$ cat src/rtl/piso_serializer.sv
// Purpose : parallel-in/serial-out shifter; a WIDTH-bit word taken on a ready/valid
//           load is sent one bit per DIV clocks, MSB- or LSB-first.
// Latency : first bit on sout the cycle after the accepting edge; done pulses
//           WIDTH*DIV+1 cycles after the accepting edge.
// Backpressure: load_ready is high only when idle or during the final clock of
//           the final bit, so words stream back-to-back with no idle gap.
//
// Ports:
//   clk, rst          clock, asynchronous active-high reset
//   din, load_valid   parallel word and its valid (sampled only on accept)
//   load_ready        block will take din on this edge if load_valid is high
//   sout, sout_valid  registered serial bit and its qualifier
//   busy              registered, high while a word is shifting
//   done              one-cycle pulse after the last bit period of each word
module piso_serializer #(
  parameter int WIDTH      = 8,
  parameter int DIV        = 1,
  parameter bit MSB_FIRST  = 1'b1,
  parameter bit IDLE_LEVEL = 1'b0
) (
  input  logic             clk,
  input  logic             rst,
  input  logic [WIDTH-1:0] din,
  input  logic             load_valid,
  output logic             load_ready,
  output logic             sout,
  output logic             sout_valid,
  output logic             busy,
  output logic             done
);

  localparam int BW = $clog2(WIDTH);
  localparam int DW = (DIV > 1) ? $clog2(DIV) : 1;
  localparam logic [BW-1:0] BIT_LAST = BW'(WIDTH - 1);
  localparam logic [DW-1:0] DIV_LAST = DW'(DIV - 1);

  generate
    if (WIDTH < 2) begin : g_bad_width
      $error("piso_serializer: WIDTH must be >= 2");
    end
    if (DIV < 1) begin : g_bad_div
      $error("piso_serializer: DIV must be >= 1");
    end
  endgenerate

  typedef enum logic {
    IDLE  = 1'b0,
    SHIFT = 1'b1
  } state_t;

  state_t           state;
  logic [WIDTH-1:0] shreg;
  logic [BW-1:0]    bit_cnt;
  logic [DW-1:0]    div_cnt;

  logic             tick;
  logic             last;
  logic             accept;
  logic [WIDTH-1:0] shreg_nxt;
  logic             next_bit;
  logic             first_bit;

  // With DIV == 1 the divider counter stays at zero, so tick is constantly high.
  assign tick   = (div_cnt == DIV_LAST);
  assign last   = (state == SHIFT) && (bit_cnt == BIT_LAST) && tick;

  // Ready during the last clock of the last bit lets the next word follow
  // immediately. Gated by rst so it drops asynchronously with reset.
  assign load_ready = ~rst && ((state == IDLE) || last);
  assign accept     = load_valid && load_ready;

  // The bit currently on sout is always the outgoing end of shreg; next_bit is
  // the one that becomes outgoing after a shift.
  always_comb begin
    shreg_nxt = '0;
    next_bit  = 1'b0;
    first_bit = 1'b0;
    if (MSB_FIRST) begin
      shreg_nxt = {shreg[WIDTH-2:0], 1'b0};
      next_bit  = shreg[WIDTH-2];
      first_bit = din[WIDTH-1];
    end else begin
      shreg_nxt = {1'b0, shreg[WIDTH-1:1]};
      next_bit  = shreg[1];
      first_bit = din[0];
    end
  end

  always_ff @(posedge clk or posedge rst) begin
    if (rst) begin
      state      <= IDLE;
      shreg      <= '0;
      bit_cnt    <= '0;
      div_cnt    <= '0;
      sout       <= IDLE_LEVEL;
      sout_valid <= 1'b0;
      busy       <= 1'b0;
      done       <= 1'b0;
    end else begin
      // done follows the final bit period whether or not a new word reloads.
      done <= last;
      case (state)
        IDLE: begin
          if (accept) begin
            state      <= SHIFT;
            shreg      <= din;
            bit_cnt    <= '0;
            div_cnt    <= '0;
            sout       <= first_bit;
            sout_valid <= 1'b1;
            busy       <= 1'b1;
          end else begin
            sout       <= IDLE_LEVEL;
            sout_valid <= 1'b0;
            busy       <= 1'b0;
          end
        end
        SHIFT: begin
          if (accept) begin
            // Only reachable when last is high: seamless reload.
            shreg      <= din;
            bit_cnt    <= '0;
            div_cnt    <= '0;
            sout       <= first_bit;
            sout_valid <= 1'b1;
            busy       <= 1'b1;
          end else if (last) begin
            state      <= IDLE;
            bit_cnt    <= '0;
            div_cnt    <= '0;
            sout       <= IDLE_LEVEL;
            sout_valid <= 1'b0;
            busy       <= 1'b0;
          end else if (tick) begin
            div_cnt    <= '0;
            bit_cnt    <= bit_cnt + 1'b1;
            shreg      <= shreg_nxt;
            sout       <= next_bit;
          end else begin
            div_cnt    <= div_cnt + 1'b1;
          end
        end
      endcase
    end
  end

endmodule

$ cat config.mk
export PLATFORM = sky130hd
export DESIGN_NAME = piso_serializer
export DESIGN_NICKNAME = d
export VERILOG_FILES = /design/src/rtl/piso_serializer.sv
export SDC_FILE = /design/constraint.sdc
export NUM_CORES = 1
export LEC_CHECK = 0
export BUFFER_PORTS_ARGS = -buffer_cell sky130_fd_sc_hd__buf_2
export CORE_MARGIN = 2
export CORE_UTILIZATION = 49
export CTS_CLUSTER_SIZE = 28
export DETAILED_ROUTE_END_ITERATION = 6
export GPL_TIMING_DRIVEN = 1
export PLACE_DENSITY = 0.77
export SYNTH_ARGS = -nofsm -noshare
export SYNTH_HDL_FRONTEND = slang
export SYNTH_SLANG_ARGS = --single-unit
$ cat constraint.sdc
create_clock -name clk -period 1.68 [get_ports clk]
set_input_delay 0.336 -clock clk [delete_from_list [all_inputs] [get_ports clk]]
set_output_delay 0.336 -clock clk [all_outputs]
set_load 0.01 [all_outputs]
==> results.env, run 1 <==
SYNTHMUXAREASHARE_PCT=9.04
YS_TOP_CELLS_BY_AREA='dfrtp_1 (53%), mux2i_1 (9.0%), nand3_1 (6.0%)'
TRITONCTS_CLOCK_TREE='yes'
NUMBER_OF_DIODES_ADDED_FOR_ANTENNA_FIXING=0
DETAIL_ROUTED_NET_LENGTH_PER_STANDARD_CELL_UM=12.6
VIAS_IN_THE_FIRST_GLOBAL_ROUTE=470
SYNTHTOLAYOUTAREAGROWTH_PCT=20.9
DESIGN.FINAL.NETS=97
SYNTHDISTINCTLIBCELLS=21
SYN_NETS=75
GLOBAL_ROUTE_OVERFLOW=0
FIN_TNS_SETUP_PS=-78.6
RSZ0062_AT_GRT='true'
DRIVE_ABOVE_1_SHARE_PCT=35.4
ANTENNA_VIOLATING_NETS_POST_ROUTE=0
IO_BUFFER_COUNT=15
HPWLAFTERDP_UM=813
HOLD_CLASS='in -> async'
DIE_WIDTH_UM=40.8
CLOCK_LATENCY_PS=270
CRIT_PATH_CATEGORY='reg -> out'
GR-USAGE-MET1_PCT=22.0
POST-SYNTH-TOP-AREA-FRACTION_PCT=52.7
DRT_WL_TOTAL_MM=1.23
NFILLCELLS=118
DIE_H_UM=40.8
MAXCAPVIOLATIONS=0
SETUP.WORST_PATH.START_CLASS='flip-flop'
SYN_AVG_CELL_AREA_UM2=10.7
GRT_START_MAX_NET_PINS=15
ROUTABILITYCONGESTION=0.653
CRIT_PATH_TOP_DELAY_CELL='dfrtp_1'
VIA_COUNT=526
DRT_FIRST_ITER_VIOLATIONS=2
INITIAL_UTILIZATION_PCT=51.7
FINALMAXSLEWVIOLATIONS=0
ROWS=13
SYNTH_AREA_UM2=664
ADDER_CELL_SHARE_OF_THE_SYNTHESIZED_AREA_PCT=3.77
SYNTH-COMPOUND-AREA-SHARE_PCT=9.42
AVGVIACOUNTPERCELL=5.42
CRIT_PATH_MAX_INCR_DELAY_PS=390
PWR_DENSITY_CELL_nW_PER_UM2=1770
NUMBER_OF_WARNINGS_PRINTED_DURING_YOSYS_SYNTHESIS=0
GLOBAL_ROUTE.USAGE.TOTAL_PCT=18.7
SYNTH_AREA_LEADER_CELL='dfrtp_1'
IRDROPWORSTVDD_V=0.000734
LAYOUT.AREA.SEQ_UM2=350
POWER_LEAKAGE_nW=0.414
FINALWORSTPATHREQUIREDPERIOD_PS=1760
CTS_BUFFERS=3
VIOLATIONS='negative setup slack'
TIMING_HOLD_VIOLATIONS_FINAL=0
SETUP.WORST_PATH.END_CLASS='primary output'
CTS_H_TREE_LVLS=1
CTS.REPORTEDPATHS.CLKPINSLEW_PS=80
SYNTHESIZED_AREA_FRACTION_OCCUPIED_BY_XOR_AND_XNOR_CELLS_PCT=0
CPLARGESTDELAYFAMILY='flip-flops'
SYNTH-SEQ-AREA-SHARE_PCT=52.7
GRT_MOST_USED_LAYER='met2'
PERIOD_SHARE_PCT=105
COMBINED_AREA_OF_THE_MULTI_INPUT_LOGIC_CELLS_UM2=288
TIGHTESTPINTRANSITION_PS=520
DESIGN.CORE.AREA_UM2=1280
FINISH.INSTANCE_AREA_UM2=803
POST-LAYOUT-TOTAL-POWER_W=0.00142
YOSYS.AREA_SHARE.SIMPLE_PCT=18.8
CP.ARRIVAL_PS=1420
POSTLAYOUTSETUPSLACKWORST_PS=-78.6
SYN-INSTANCE-COUNT=62
SKEW_PS=2.69
CRITICAL_PATH_BUF_INV_COUNT=1
DRC_ERRORS=0
FMAX_MHz=569
GRT.MET3_USAGE_PCT=5.43
ANTENNA_VIOLATIONS_BEFORE_REPAIR=0
SETUP_VIOLATIONS=1
BUFFER_TYPE_AT_THE_CLOCK_TREE_ROOT='clkbuf_4'
NUMCLOCKSINKS=14
FIRST_PASS_GRT_WIRE_LENGTH_MM=1.95
CRITICAL_PATH.MAX_FANOUT=2
SLEW_MARGIN_REL_PCT=65.3
PATH_CELLS='ha_2 > ha_4 > and2b_4 > nor2_1 > buf_2'
MAIN_COMBINATIONAL_CELL_FAMILY_BY_AREA_AFTER_SYNTHESIS='simple AND/OR/NAND/NOR gates'
DRT_PRE_ANTENNA_ITERS=4
NUM_IO_PINS=16
WORST_EP_REQUIRED_TIME_PS=1340
POST_DP_CELL_AREA_UM2=728
OUTCOME='complete, but fails checks'
CTS-ROOT-TO-SINK-BUFFERS=2
DIE_AREA_UM2=1670
GLOBAL_ROUTE.USAGE.MET2_PCT=28.9
POSTSYNTHREGISTERBITS=14
HOLDWS_PS=113
-- synth_stat cells --
| library cell | n |
|---|---|
| a21o_1 | 1 |
| a22o_1 | 1 |
| and2_2 | 1 |
| and2b_4 | 1 |
| buf_4 | 1 |
| buf_6 | 1 |
| buf_8 | 1 |
| clkbuf_1 | 1 |
| dfrtp_1 | 14 |
| ha_1 | 2 |
| inv_1 | 1 |
| mux2i_1 | 6 |
| nand2_1 | 8 |
| nand2b_1 | 2 |
| nand3_1 | 8 |
| nor2_1 | 2 |
| nor2_4 | 1 |
| nor2b_1 | 1 |
| o21ai_0 | 2 |
| o21ai_1 | 6 |
| o22ai_1 | 1 |
-- final timing paths --
kind | cells after the start | slack (ps) | end | startpoint
max | 5 | -80 | load_ready | bit_cnt[0]$_DFFE_PP0P_
min in group clk | 2 | 270 | sout$_DFF_PP0_ | din[7]
min reg2reg | 1 | 500 | busy$_DFFE_PP0P_ | busy$_DFFE_PP0P_
min | 2 | 110 | shreg[4]$_DFFE_PP0P_ | rst
max reg2reg | 7 | 70 | shreg[4]$_DFFE_PP0P_ | bit_cnt[0]$_DFFE_PP0P_
max in group asynchronous | 2 | 1220 | bit_cnt[2]$_DFFE_PP0P_ | rst
-- placed cells by master, fill, tap and decap left out --
cell      netlist  routed
a21o_1          1       1
a22o_1          1       1
and2_2          1       1
and2b_4         1       1
buf_2           0      15
buf_4           1       6
clkbuf_4        0       3
dfrtp_1        14      14
ha_2            0       1
ha_4            0       1
inv_1           1       1
mux2i_1         6       6
nand2_1         8       8
nand2b_1        2       2
nand3_1         8       8
nor2_1          2       2
nor2_4          1       1
nor2b_1         1       1
o21ai_0         2       2
o21ai_1         6       6
o22ai_1         1       1
-- cell type report --
class,instances,share of cell area (%)
clock buffer,3,2.80
inverter,1,0.467
multi-input combinational,43,35.8
sequential,14,43.6
tap,15,2.34
timing repair buffer,21,15.0
-- routing by layer --
metal | routed length (µm) | vias up | part of all wire [%]
li1 | - | 253 | -
met3 | 41 | 4 | 3.3
met2 | 612 | 14 | 50
met1 | 547 | 255 | 45
met4 | 24 | 0 | 2.0
met5 | 0 | - | 0
-- state kept, by name, summed over array words and instances, names as in the netlist --
register  count
state         1
done          1
busy          1
bit_cnt       3
shreg         7
sout          1
-- kinds of logic after synthesis --
logic type,count (synthesis)
AND/OR/NAND/NOR,24
flip-flops,14
AO/OA/AOI/OAI,11
multiplexers,6
buffers and inverters,5
adder cells (fa/ha/maj),2
-- power breakdown --
group | internal, W | total, W | switching [W]
logic | 0.000345 | 0.000685 | 0.000340
clock network | 0.0000830 | 0.000184 | 0.000101
registers | 0.000468 | 0.000554 | 0.0000859
-- stage by stage --
step / cells / util [%] / setup WS, ps
after global placement: 89 / 56.7 / 89.4
after detailed placement: 89 / 56.7 / 40.3
after global routing: 97 / 62.5 / -121
after floorplan: 62 / - / 184
final: 97 / 62.5 / -78.6
after CTS: 95 / 60.6 / -77.8
-- what timing repair did --
action | CTS | global route
buffers inserted | 3 | 2
hold buffers | 0 | 0
resized for setup | 2 | 1
endpoints found under the setup margin | 1 | 2
pin swaps | 1 | 1
Power figures use the tool's default switching activity.
==> inputs of run 2 (changes only) <==
Settings changed: PLACE_DENSITY 0.77 to 0.71.
==> results.env, run 2 (synthesis results as in run 1) <==
PATH_DEPTH=5  # unchanged
AVGVIACOUNTPERCELL=5.53  # was 5.42
NFILLCELLS=110  # was 118
LARGEST_REG_FLOPS=7  # unchanged
POSTLAYOUTSETUPSLACKWORST_PS=-93.6  # was -78.6 ps
POST_DP_CELL_AREA_UM2=728  # unchanged
DESIGN.CORE.AREA_UM2=1280  # unchanged
CP.ARRIVAL_PS=1440  # was 1420 ps
PERIOD_SHARE_PCT=106  # was 105%
DIE_AREA_UM2=1670  # unchanged
TRITONCTS_CLOCK_TREE='yes'  # unchanged
COMBINED_AREA_OF_THE_MULTI_INPUT_LOGIC_CELLS_UM2=288  # unchanged
PATH_CELLS='ha_2 > ha_4 > and2b_4 > nor2_1 > buf_2'  # unchanged
FINALMAXSLEWVIOLATIONS=0  # unchanged
POWER_LEAKAGE_nW=0.427  # was 0.414 nW
DRC_ERRORS=0  # unchanged
DIE_H_UM=40.8  # unchanged
VIA_COUNT=547  # was 526
NUMBER_OF_DIODES_ADDED_FOR_ANTENNA_FIXING=0  # unchanged
CRIT_PATH_TOP_DELAY_CELL='dfrtp_1'  # unchanged
CPLARGESTDELAYFAMILY='flip-flops'  # unchanged
CRIT_PATH_MAX_INCR_DELAY_PS=400  # was 390 ps
SKEW_PS=4.05  # was 2.69 ps
NUM_IO_PINS=16  # unchanged
MOST_FREQUENT_STANDARD_CELL_IN_THE_LAYOUT_EXCLUDING_FILL_AND_TAP_CELLS='buf_2'  # unchanged
DRT_FIRST_ITER_VIOLATIONS=16  # was 2
GLOBAL_ROUTE.USAGE.TOTAL_PCT=20.4  # was 18.7%
VIOLATIONS='negative setup slack'  # unchanged
PWR_DENSITY_CELL_nW_PER_UM2=1870  # was 1770 nW/µm²
OUTCOME='complete, but fails checks'  # unchanged
DRT_PRE_ANTENNA_ITERS=4  # unchanged
HPWLAFTERDP_UM=886  # was 813 µm
HOLD_CLASS='in -> async'  # unchanged
BUFFER_TYPE_AT_THE_CLOCK_TREE_ROOT='clkbuf_4'  # unchanged
FMAX_MHz=564  # was 569 MHz
R2R_SLACK_PS=80  # was 70 ps
IRDROPWORSTVDD_V=0.000770  # was 0.000734 V
SETUP_VIOLATIONS=1  # unchanged
POST_CTS_HOLD_BUFFER_COUNT=0  # unchanged
CLOCK_LATENCY_PS=280  # was 270 ps
CRITICAL_PATH.MAX_FANOUT=2  # unchanged
ROUTABILITYCONGESTION=0.684  # was 0.653
SYNTHTOLAYOUTAREAGROWTH_PCT=24.7  # was 20.9%
IO_BUFFER_COUNT=15  # unchanged
CRITICAL_PATH_BUF_INV_COUNT=1  # unchanged
DETAIL_ROUTED_NET_LENGTH_PER_STANDARD_CELL_UM=14.4  # was 12.6 µm
INITIAL_UTILIZATION_PCT=51.7  # unchanged
CTS.REPORTEDPATHS.CLKPINSLEW_PS=90  # was 80 ps
CTS_H_TREE_LVLS=1  # unchanged
ANTENNA_VIOLATIONS_BEFORE_REPAIR=0  # unchanged
VIAS_IN_THE_FIRST_GLOBAL_ROUTE=506  # was 470
TIGHTESTPINTRANSITION_PS=542  # was 520 ps
MAX_FLOP_REGISTER='shreg'  # unchanged
FINISH.INSTANCE_AREA_UM2=828  # was 803 µm²
REG2REG_TO='shreg[4]$_DFFE_PP0P_'  # unchanged
SLEW_MARGIN_REL_PCT=63.8  # was 65.3%
ROWS=13  # unchanged
CTS_BUFFERS=3  # unchanged
FIN_TNS_SETUP_PS=-93.6  # was -78.6 ps
CTS-ROOT-TO-SINK-BUFFERS=2  # unchanged
DRT_WL_TOTAL_MM=1.42  # was 1.23 mm
LAYOUT.CELLS.MOST_COMMON_LIST='buf_2 (15), dfrtp_1 (14), nand3_1 (8), nand2_1 (8)'  # unchanged
TOP_REGS='shreg (7), bit_cnt (3)'  # unchanged
MAXCAPVIOLATIONS=0  # unchanged
WORST_EP_REQUIRED_TIME_PS=1340  # about the same
SETUP.WORST_PATH.START_CLASS='flip-flop'  # unchanged
SETUP.WORST_PATH.END_CLASS='primary output'  # unchanged
FINALWORSTPATHREQUIREDPERIOD_PS=1770  # was 1760 ps
LAYOUT.AREA.SEQ_UM2=350  # unchanged
DIE_WIDTH_UM=40.8  # unchanged
TIMING_HOLD_VIOLATIONS_FINAL=0  # unchanged
WORST_R2R_STARTPOINT='bit_cnt[0]$_DFFE_PP0P_'  # unchanged
GRT_START_MAX_NET_PINS=15  # unchanged
NUMCLOCKSINKS=14  # unchanged
CRIT_PATH_CATEGORY='reg -> out'  # unchanged
DESIGN.FINAL.NETS=98  # was 97
RR_WORST_DEPTH=7  # unchanged
FIRST_PASS_GRT_WIRE_LENGTH_MM=2.10  # was 1.95 mm
ANTENNA_VIOLATING_NETS_POST_ROUTE=0  # unchanged
DRIVE_ABOVE_1_SHARE_PCT=36.9  # was 35.4%
GLOBAL_ROUTE_OVERFLOW=0  # unchanged
RSZ0062_AT_GRT='true'  # unchanged
DETAILEDPLACE.WORSTSLACK_PS=34.3  # was 40.3 ps
==> run 2: changes by cell type in the layout (fill, tap and decap cells not counted), sizes merged <==
cell    previous run  this run
buf               21        22
clkbuf             3         4
==> run 2: through the flow <==
step	utilization, %	std cells	total power (W)	hold WS [ps]
floorplan	-	62	0.00104	225
global placement	56.7	89	0.00109	417
detailed placement	56.7	89	0.00113	429
CTS	62.2	97	0.00145	121
global route	64.5	99	0.00166	134
finish	64.5	99	0.00155	109
==> run 2: layout make-up <==
type / instances / share of cell area [%]
flip-flops and latches: 14 / 42.3
repair buffers: 22 / 15.9
clock buffers: 4 / 4.38
inverters: 1 / 0.453
multi-input cells: 43 / 34.7
well taps: 15 / 2.27
==> run 2: routing by layer <==
layer / vias to the layer above / track usage, % / wire length, µm
met5: - / 0 / 0
met4: 0 / 15.0 / 38
met3: 6 / 7.07 / 84
met2: 23 / 31.3 / 710
met1: 257 / 23.1 / 591
li1: 261 / - / -
==> run 2: how the worst max path moves through the flow <==
| stage | slack [ps] | end | start |
|---|---|---|---|
| final | -90 | load_ready | bit_cnt[0]$_DFFE_PP0P_ |
| after global routing | -150 | load_ready | bit_cnt[0]$_DFFE_PP0P_ |
| after CTS | -90 | load_ready | bit_cnt[0]$_DFFE_PP0P_ |
| after detailed placement | 30 | load_ready | bit_cnt[0]$_DFFE_PP0P_ |
| after global placement | 80 | load_ready | bit_cnt[0]$_DFFE_PP0P_ |
| after floorplan | 180 | shreg[1]$_DFFE_PP0P_ | bit_cnt[0]$_DFFE_PP0P_ |
==> run 2: what timing repair did <==
action | CTS | global route
hold endpoints to repair | 0 | 0
setup endpoints to repair | 1 | 1
pin swaps | 1 | 1
gates resized for setup | 2 | 2
setup buffers | 4 | 2
==> run 2: where the power goes <==
group          leakage [nW]  internal (W)  switching (W)
clock network        0.0210      0.000132       0.000113
registers             0.181      0.000468      0.0000916
logic                 0.226      0.000375       0.000365
total                 0.427      0.000975       0.000570
